$ cat src/rtl/alu_pkg.sv
// Shared constants, opcode codes and loader state encoding for the byte-serial
// ALU operand loader.
package alu_pkg;

    localparam int DATA_W = 32;
    localparam int F_W    = 12;
    localparam int OP_W   = 4;

    // Opcode n selects ALU function bit n; codes above OP_PASSB are illegal.
    localparam logic [OP_W-1:0] OP_ADD   = 4'd0;
    localparam logic [OP_W-1:0] OP_SUB   = 4'd1;
    localparam logic [OP_W-1:0] OP_SLT   = 4'd2;
    localparam logic [OP_W-1:0] OP_SLTU  = 4'd3;
    localparam logic [OP_W-1:0] OP_AND   = 4'd4;
    localparam logic [OP_W-1:0] OP_OR    = 4'd5;
    localparam logic [OP_W-1:0] OP_NOR   = 4'd6;
    localparam logic [OP_W-1:0] OP_XOR   = 4'd7;
    localparam logic [OP_W-1:0] OP_SLL   = 4'd8;
    localparam logic [OP_W-1:0] OP_SRL   = 4'd9;
    localparam logic [OP_W-1:0] OP_SRA   = 4'd10;
    localparam logic [OP_W-1:0] OP_PASSB = 4'd11;

    // Beat index carrying the opcode; beats 0-3 are A, 4-7 are B.
    localparam logic [3:0] BEAT_OP = 4'd8;

    typedef enum logic [1:0] {
        LOAD = 2'd0,
        EXEC = 2'd1,
        DONE = 2'd2
    } state_e;

endpackage

$ cat src/rtl/alu_op_decode.sv
// Combinational opcode decoder: 4-bit opcode to one-hot ALU function select,
// plus a flag for the unassigned codes.
module alu_op_decode
    import alu_pkg::*;
(
    input  logic [OP_W-1:0] op_i,
    output logic [F_W-1:0]  onehot_o,
    output logic            illegal_o
);

    always_comb begin
        // NOTE: every output gets a default before the case so no path leaves it unassigned (no latch).
        onehot_o  = '0;
        illegal_o = 1'b0;
        case (op_i)
            OP_ADD, OP_SUB, OP_SLT, OP_SLTU,
            OP_AND, OP_OR, OP_NOR, OP_XOR,
            OP_SLL, OP_SRL, OP_SRA, OP_PASSB: onehot_o = F_W'(1) << op_i;
            default:                          illegal_o = 1'b1;
        endcase
    end

endmodule

$ cat src/rtl/alu_operand_loader.sv
// Byte-serial front end for the 32-bit one-hot ALU: 9-beat frame (A, B, opcode)
// in, registered ALU drive, captured result out. ALU_LOADER_ERR_EN adds res_err.
module alu_operand_loader
    import alu_pkg::*;
(
    input  logic              clk,
    input  logic              rstn,
    input  logic              clr,
    input  logic              in_valid,
    input  logic [7:0]        in_data,
    output logic              in_ready,
    output logic [DATA_W-1:0] alu_a,
    output logic [DATA_W-1:0] alu_b,
    output logic [F_W-1:0]    alu_f,
    input  logic [DATA_W-1:0] alu_y,
    output logic              res_valid,
    output logic [DATA_W-1:0] res_data,
    input  logic              res_ready
`ifdef ALU_LOADER_ERR_EN
    ,
    output logic              res_err
`endif
);

    state_e            state_q, state_d;
    logic [3:0]        cnt_q, cnt_d;
    logic [DATA_W-1:0] alu_a_q, alu_a_d;
    logic [DATA_W-1:0] alu_b_q, alu_b_d;
    logic [F_W-1:0]    alu_f_q, alu_f_d;
    logic [DATA_W-1:0] res_data_q, res_data_d;
`ifdef ALU_LOADER_ERR_EN
    logic              illegal_q, illegal_d;
    logic              res_err_q, res_err_d;
`endif

    logic [F_W-1:0]    dec_onehot;
    logic              dec_illegal;
    logic [4:0]        lane_lsb;

    alu_op_decode u_op_decode (
        .op_i      (in_data[OP_W-1:0]),
        .onehot_o  (dec_onehot),
        .illegal_o (dec_illegal)
    );

    // Byte lane within the 32-bit operand selected by the low counter bits.
    assign lane_lsb = {cnt_q[1:0], 3'b000};

    always_comb begin
        state_d    = state_q;
        cnt_d      = cnt_q;
        alu_a_d    = alu_a_q;
        alu_b_d    = alu_b_q;
        alu_f_d    = alu_f_q;
        res_data_d = res_data_q;
`ifdef ALU_LOADER_ERR_EN
        illegal_d  = illegal_q;
        res_err_d  = res_err_q;
`endif
        if (clr) begin
            // Abort: operands and function stay on the ALU, only sequencing restarts.
            state_d = LOAD;
            cnt_d   = '0;
        end else begin
            case (state_q)
                LOAD: begin
                    if (in_valid) begin
                        if (cnt_q == BEAT_OP) begin
                            // Illegal codes already decode to zero; the guard keeps that explicit.
                            alu_f_d = dec_illegal ? '0 : dec_onehot;
`ifdef ALU_LOADER_ERR_EN
                            illegal_d = dec_illegal;
`endif
                            cnt_d   = '0;
                            state_d = EXEC;
                        end else begin
                            if (cnt_q[2]) begin
                                alu_b_d[lane_lsb +: 8] = in_data;
                            end else begin
                                alu_a_d[lane_lsb +: 8] = in_data;
                            end
                            cnt_d = cnt_q + 4'd1;
                        end
                    end
                end
                EXEC: begin
                    res_data_d = alu_y;
`ifdef ALU_LOADER_ERR_EN
                    res_err_d  = illegal_q;
`endif
                    state_d    = DONE;
                end
                DONE: begin
                    if (res_ready) begin
                        state_d = LOAD;
                        cnt_d   = '0;
                    end
                end
                default: begin
                    state_d = LOAD;
                    cnt_d   = '0;
                end
            endcase
        end
    end

    // NOTE: all loader state, including the wide operand and result registers, is reset so a mid-frame rstn discards everything.
    always_ff @(posedge clk or negedge rstn) begin
        if (!rstn) begin
            state_q    <= LOAD;
            cnt_q      <= '0;
            alu_a_q    <= '0;
            alu_b_q    <= '0;
            alu_f_q    <= '0;
            res_data_q <= '0;
`ifdef ALU_LOADER_ERR_EN
            illegal_q  <= 1'b0;
            res_err_q  <= 1'b0;
`endif
        end else begin
            // NOTE: non-blocking assignments so every register updates from pre-edge values.
            state_q    <= state_d;
            cnt_q      <= cnt_d;
            alu_a_q    <= alu_a_d;
            alu_b_q    <= alu_b_d;
            alu_f_q    <= alu_f_d;
            res_data_q <= res_data_d;
`ifdef ALU_LOADER_ERR_EN
            illegal_q  <= illegal_d;
            res_err_q  <= res_err_d;
`endif
        end
    end

    // Handshake outputs decode registered state only.
    assign in_ready  = (state_q == LOAD);
    assign res_valid = (state_q == DONE);
    assign alu_a     = alu_a_q;
    assign alu_b     = alu_b_q;
    assign alu_f     = alu_f_q;
    assign res_data  = res_data_q;
`ifdef ALU_LOADER_ERR_EN
    assign res_err   = res_err_q;
`endif

endmodule

$ cat config.mk
export PLATFORM = sky130hd
export DESIGN_NAME = alu_operand_loader
export DESIGN_NICKNAME = d
export VERILOG_FILES = /design/src/rtl/alu_pkg.sv /design/src/rtl/alu_op_decode.sv /design/src/rtl/alu_operand_loader.sv
export SDC_FILE = /design/constraint.sdc
export NUM_CORES = 1
export LEC_CHECK = 0
export CORE_MARGIN = 2
export CORE_UTILIZATION = 40
export CTS_CLUSTER_DIAMETER = 80
export DETAILED_ROUTE_END_ITERATION = 10
export MAX_ROUTING_LAYER = met4
export PLACE_DENSITY = 0.67
export SLEW_MARGIN = 25
export SYNTH_ARGS = -nofsm -noshare
export SYNTH_HDL_FRONTEND = slang
export SYNTH_SLANG_ARGS = --single-unit
$ cat constraint.sdc
create_clock -name clk -period 4.9 [get_ports clk]
set_input_delay 1.225 -clock clk [delete_from_list [all_inputs] [get_ports clk]]
set_output_delay 1.225 -clock clk [all_outputs]
set_load 0.05 [all_outputs]
# [After elaboration in Yosys (flattened, before gate mapping)]
# Index checks and enable logic that the tools add are counted.
[totals] word_cells=54 out_inout_bits=110 input_bits=45 ff_bits=114
[classes] n_bitwise=3 n_mux=13 shift=3 eq_ne=18 addsub=2 reduce_logical=9
[ops] operator="32-bit bitwise mux" count=2
[ops] operator="8-bit by 7-bit variable shift with 32-bit output, first input constant" count=1
[ops] operator="8-bit by 7-bit variable part select with 32-bit output" count=1
[ops] operator="4-bit equality test, second input constant" count=5
[ops] operator="4-bit by 3-bit equality test with 1-bit output, second input constant" count=4
[ops] operator="4-bit two-way mux" count=4
[ops] operator="12-bit two-way mux" count=1
[ops] operator="4-bit one-hot mux with 3 select lines" count=1
[ops] operator="12-bit OR reduction" count=1
[ops] operator="1-bit by 4-bit << shifter with 12-bit output, first input constant" count=1
[ops] operator="5-bit AND reduction" count=2
[ops] operator="4-bit by 2-bit equality test with 1-bit output, second input constant" count=2
[ops] operator="2-bit two-way mux" count=4
[ops] operator="5-bit negation with 7-bit output" count=1
[ops] operator="3-bit by 2-bit != test with 1-bit output, second input constant" count=2
[ops] operator="2-bit one-hot mux with 3 select lines" count=1
[ops] operator="3-bit AND reduction" count=2
[ops] operator="4-bit by 1-bit adder with 4-bit output, second input constant" count=1
[ops] operator="4-bit by 1-bit equality test with 1-bit output, second input constant" count=1
[ops] operator="4-bit logical NOT" count=1
[ops] operator="4-bit AND reduction" count=1
[ops] operator="3-bit != test, second input constant" count=1
[ops] operator="1-bit inverter" count=3
[ops] operator="2-bit by 1-bit equality test with 1-bit output, second input constant" count=1
[ops] operator="other kinds (4)" count=4

# [Longest topological paths before layout]
[depth] depth_word=5 depth_mapped=6 depth_no_buf=5

# [Cells and area by module]
# Synthesis repeated with hierarchy kept, for this count alone.
[hier_totals] hier_cells=369 hier_area_um2=5144.9
[by_module_without_submodules] module="alu_operand_loader" instances=1 seq_area_each_um2=2852.7 area_each_um2=4901.0 cells_each=352
[by_module_without_submodules] module="alu_op_decode" instances=1 seq_area_each_um2=0.0 area_each_um2=244.0 cells_each=17

# [Least setup slack after synthesis]
# No wires, ideal clock.
[synth_timing] path_kind="input to register" startpoint="input clr" endpoint="register alu_f_q[0] (netlist: alu_f[0])" n_path_buf=1 path_slack_ns=2.375 required_ns=4.775 cell_stages=4 setup_ns=0.125 t_arrival_ns=2.400 cell_sequence="or4b_1 -> buf_2 -> nor2_4 -> mux2_2"
[synth_via] elab_chain_len=2
[synth_rtl] item="from (decl)" line="alu_operand_loader.sv:8" source="input logic clr,"
[synth_rtl] item="1-bit inverter (no source line)"
[synth_rtl] item="4-bit AND reduction (no source line)"
[synth_rtl] item="to (signal assigned)" line="alu_operand_loader.sv:126" source="alu_f_q <= alu_f_d;"
[synth_rtl] item="to (decl)" line="alu_operand_loader.sv:29" source="logic [F_W-1:0] alu_f_q, alu_f_d;"
# No other way between the ends.
# A chain may end at the register's enable or synchronous reset.

# [Final worst setup path]
[layout_timing] startpoint="register state_q[1]" endpoint="output res_valid"
[layout_via] elab_chain_len=1
[layout_rtl] item="from (decl)" line="alu_operand_loader.sv:25" source="state_e state_q, state_d;"
[layout_rtl] item="from (signal assigned)" line="alu_operand_loader.sv:122" source="state_q <= state_d;"
[layout_rtl] item="2-bit equality test" line="alu_operand_loader.sv:137" source="assign res_valid = (state_q == DONE);"
[layout_rtl] item="to (decl)" line="alu_operand_loader.sv:16" source="output logic res_valid,"
# No other way between the ends.

==> summary.txt <==
Run status
  • Status: finished with violations
  • Failing checks: design-rule violations

Cells and area
  • Fillcell total: ~900
  • Area grow syn2layout: 47.7%
  • Nets: approximately 550
  • Layout cells sized above 1: 29.2%

Synth
  • Yosys reg bits: 114
  • Synth top area share: ~60%
  • Syn avg cell area: approximately 14 sq um
  • Synth unique cells: 30
  • Main synth FF type: dfrtp_1
  • Cell with the most instances after synthesis: dfrtp_1
  • Mapped Cells: 333
  • Sequential fraction of the synthesis area: between 50 and 60%
  • Cell taking the most area after synthesis: dfrtp_1
  • Synth Net Count: 384
  • Synthesized area: between 4000 and 5000 sq um
  • Synth cell count leaders: dfrtp_1, mux2_2, and2_1
  • Dominant cells by area after synthesis: dfrtp_1, mux2_2, and2_1
  • Post-synth EDFFs: 0
  • Share of flip-flops with an asynchronous set or reset: 100%
  • YS warnings: 0

Setup path
  • CP peak stage delay: approximately 0.86 ns
  • Crit path max-delay cell type: clkdlybuf4s50_1
  • Critical path class: reg2out
  • Worst Setup End Kind: primary output
  • Type of origin of the critical path: register
  • Critical Path AT: 1.99 ns
  • CP max FO: 7
  • Worst EP required: ~3.7 ns
  • Worst Setup SP: state_q[1]$_DFFE_PN0P_
  • Worst reg2reg startpoint: cnt_q[0]$_DFFE_PN0P_
  • CP cell instances: nor2b_1 > clkdlybuf4s50_1

CTS
  • Postcts setup bufs: 0
  • Clk Latency, worst-skew pair: roughly 0.4 ns
  • Clock Root Buffer: clkbuf_16
  • Clk sinks: between 100 and 150
  • Number of cells upsized or downsized after cts: 0
  • CTS tree: yes
  • CTS Buffer Depth: 2
  • H-tree Lvls: 4
  • Clock slew at reported path FFs: 0.05 ns
  • Num CTS Buffers: 17
  • CTS hold repair buffers: 0

Routing
  • Vias per std cell: ~5.0
  • Total number of vias: roughly 3300
  • Detail Route Antenna Nets: 0
  • Initial drt markers: between 100 and 150
  • DRC Markers: 18
  • Pre-Repair DR Iteration Count: 7
  • Routed wire length: between 10 and 15 mm
  • WL/cell: around 18 um

Placed design
  • RD Place Congestion: about 0.76
  • Port Buf Inserts: around 150
  • Hpwl dp: 8.19 mm
  • Setup slack after placement: roughly 1.5 ns

Global route
  • Vias in the first global route: roughly 3500
  • Largest net degree at the start of global routing: 48
  • Busiest grt layer: met2
  • Global-route wire length before repair: around 19 mm
  • M2 GR Usage: about a third
  • Initial antenna violation count: 0
  • Total congestion overflow: 0
  • GR Util met3: approximately 5.3%
  • Gr usage total: about a fifth
  • GR Layer Usage met1: between 20% and 30%

Floorplan
  • Initial Utilization: slightly above 40%
  • Die X: approximately 110 um
  • Die Footprint: about 13000 sq um
  • I/O pins: between 150 and 200
  • Core footprint: about 12000 sq um
  • Num rows: 39
  • Die Ht: 113 um

Hold path
  • Hold wc startpoint: alu_a[21]$_DFFE_PN0P_
  • Hold crit path type: reg2reg

Power
  • Pwr dens: 387 nW/um^2
  • VDD IR-drop max: 209 uV
  • Overall power: between 2 and 3 mW
  • Leak: roughly 3.2 nW

Timing
  • Final Cycle Share: 65.6%
  • Slew @ Worst Pin: a little under 0.9 ns
  • Relative slew slack: between 40% and 50%
  • Final worst slack: approximately 1.7 ns
  • Setup_tns: 0 ns
  • Final Hold Fails: 0
  • F_max: just over 300 MHz
  • RSZ-0062 raised after global routing: no
  • Min Tclk post-route: 3.21 ns
  • Final Max Tran Viols: 0
  • Final setup violation count: 0
  • Clk_skew: around 0.0036 ns

Flow run
  • Max Cap Viol: 0
## cells in the final DEF, fill, tap and decap left out, types with 2 or more instances in the layout
master and n:
buf_4 5, clkbuf_16 17, nor3b_1 3, ha_1 6
a21oi_1 2, nor3_1 6, clkbuf_8 6, and2_1 32
inv_1 4, nand3_1 4, nand2_1 3, clkinv_2 5
nand3_2 7, o21ai_0 8, nor2_1 3, nand3b_1 2
o41ai_1 6, nand2b_1 7, clkinvlp_4 3, clkdlybuf4s50_1 153
mux2_2 102, dfrtp_1 114
## stage by stage
step | std cells | utilization (%) | hold slack (ns) | instance area (sq um)
after global placement | 622 | 56.1 | 0.487 | 6470
after CTS | 654 | 61.2 | 0.504 | 7050
after floorplan | 333 | - | 0.569 | 4780
after global routing | 654 | 61.2 | 0.513 | 7050
after detailed placement | 622 | 56.1 | 0.492 | 6470
final | 655 | 61.3 | 0.501 | 7050
## sequential cells by signal, indices dropped and copies added (netlist names)
register  cells
res_data     32
alu_a        32
state_q       2
alu_b        32
cnt_q         4
alu_f        12
## power by group
part | total, mW | internal (mW) | leakage, nW | switching [mW]
clock | 1.18 | 0.772 | 0.287 | 0.413
combinational | 0.506 | 0.189 | 1.36 | 0.317
sequential | 1.04 | 1.00 | 1.54 | 0.0356
## critical path, delay by kind of cell (launching register included)
| family | cells | cell delay, ns |
|---|---|---|
| buffers and inverters | 1 | 0.86 |
| DFF | 1 | 0.45 |
| and+or+nand+nor | 1 | 0.27 |
## layer usage
layer  vias up  routed length, um
li1       1516                  -
met4         0                165
met3        17                476
met5         -                  0
met1      1661               5080
met2        77               5750
## path summary, 6_finish.rpt
kind | end | slack [ns] | cells after the start
hold reg to reg | alu_a[21]$_DFFE_PN0P_ | 0.50 | 1
hold / removal | alu_a[21]$_DFFE_PN0P_ | 0.50 | 1
setup / recovery | res_valid | 1.69 | 2
setup reg to reg | alu_a[6]$_DFFE_PN0P_ | 2.59 | 5
max in group asynchronous | alu_b[10]$_DFFE_PN0P_ | 3.19 | 2
min in group asynchronous | res_data[25]$_DFFE_PN0P_ | 0.82 | 1
## layout make-up
| type | instances | area (sq um) | share of cell area (%) |
|---|---|---|---|
| Clock inverter | 9 | 77.6 | 1.10 |
| Multi-Input combinational cell | 203 | 1850 | 26.2 |
| Antenna cell | 1 | 2.50 | 0.0355 |
| Tap cell | 143 | 179 | 2.54 |
| Sequential cell | 114 | 2850 | 40.4 |
| Timing Repair Buffer | 158 | 1570 | 22.2 |
| Inverter | 4 | 15.0 | 0.213 |
| Clock buffer | 23 | 508 | 7.20 |
## cells by family (layout without fill, tap and decap cells)
kind of cell / Yosys count / after routing / share of synthesized area (%)
other cells: 0 / 1 / 0
mux: 102 / 102 / 24.1
flops: 114 / 114 / 59.7
simple gates: 76 / 76 / 10.4
fa+ha+maj: 6 / 6 / 1.57
compound gates: 19 / 19 / 2.65
buf+inv: 16 / 194 / 1.57
Power figures use the tool's default switching activity.
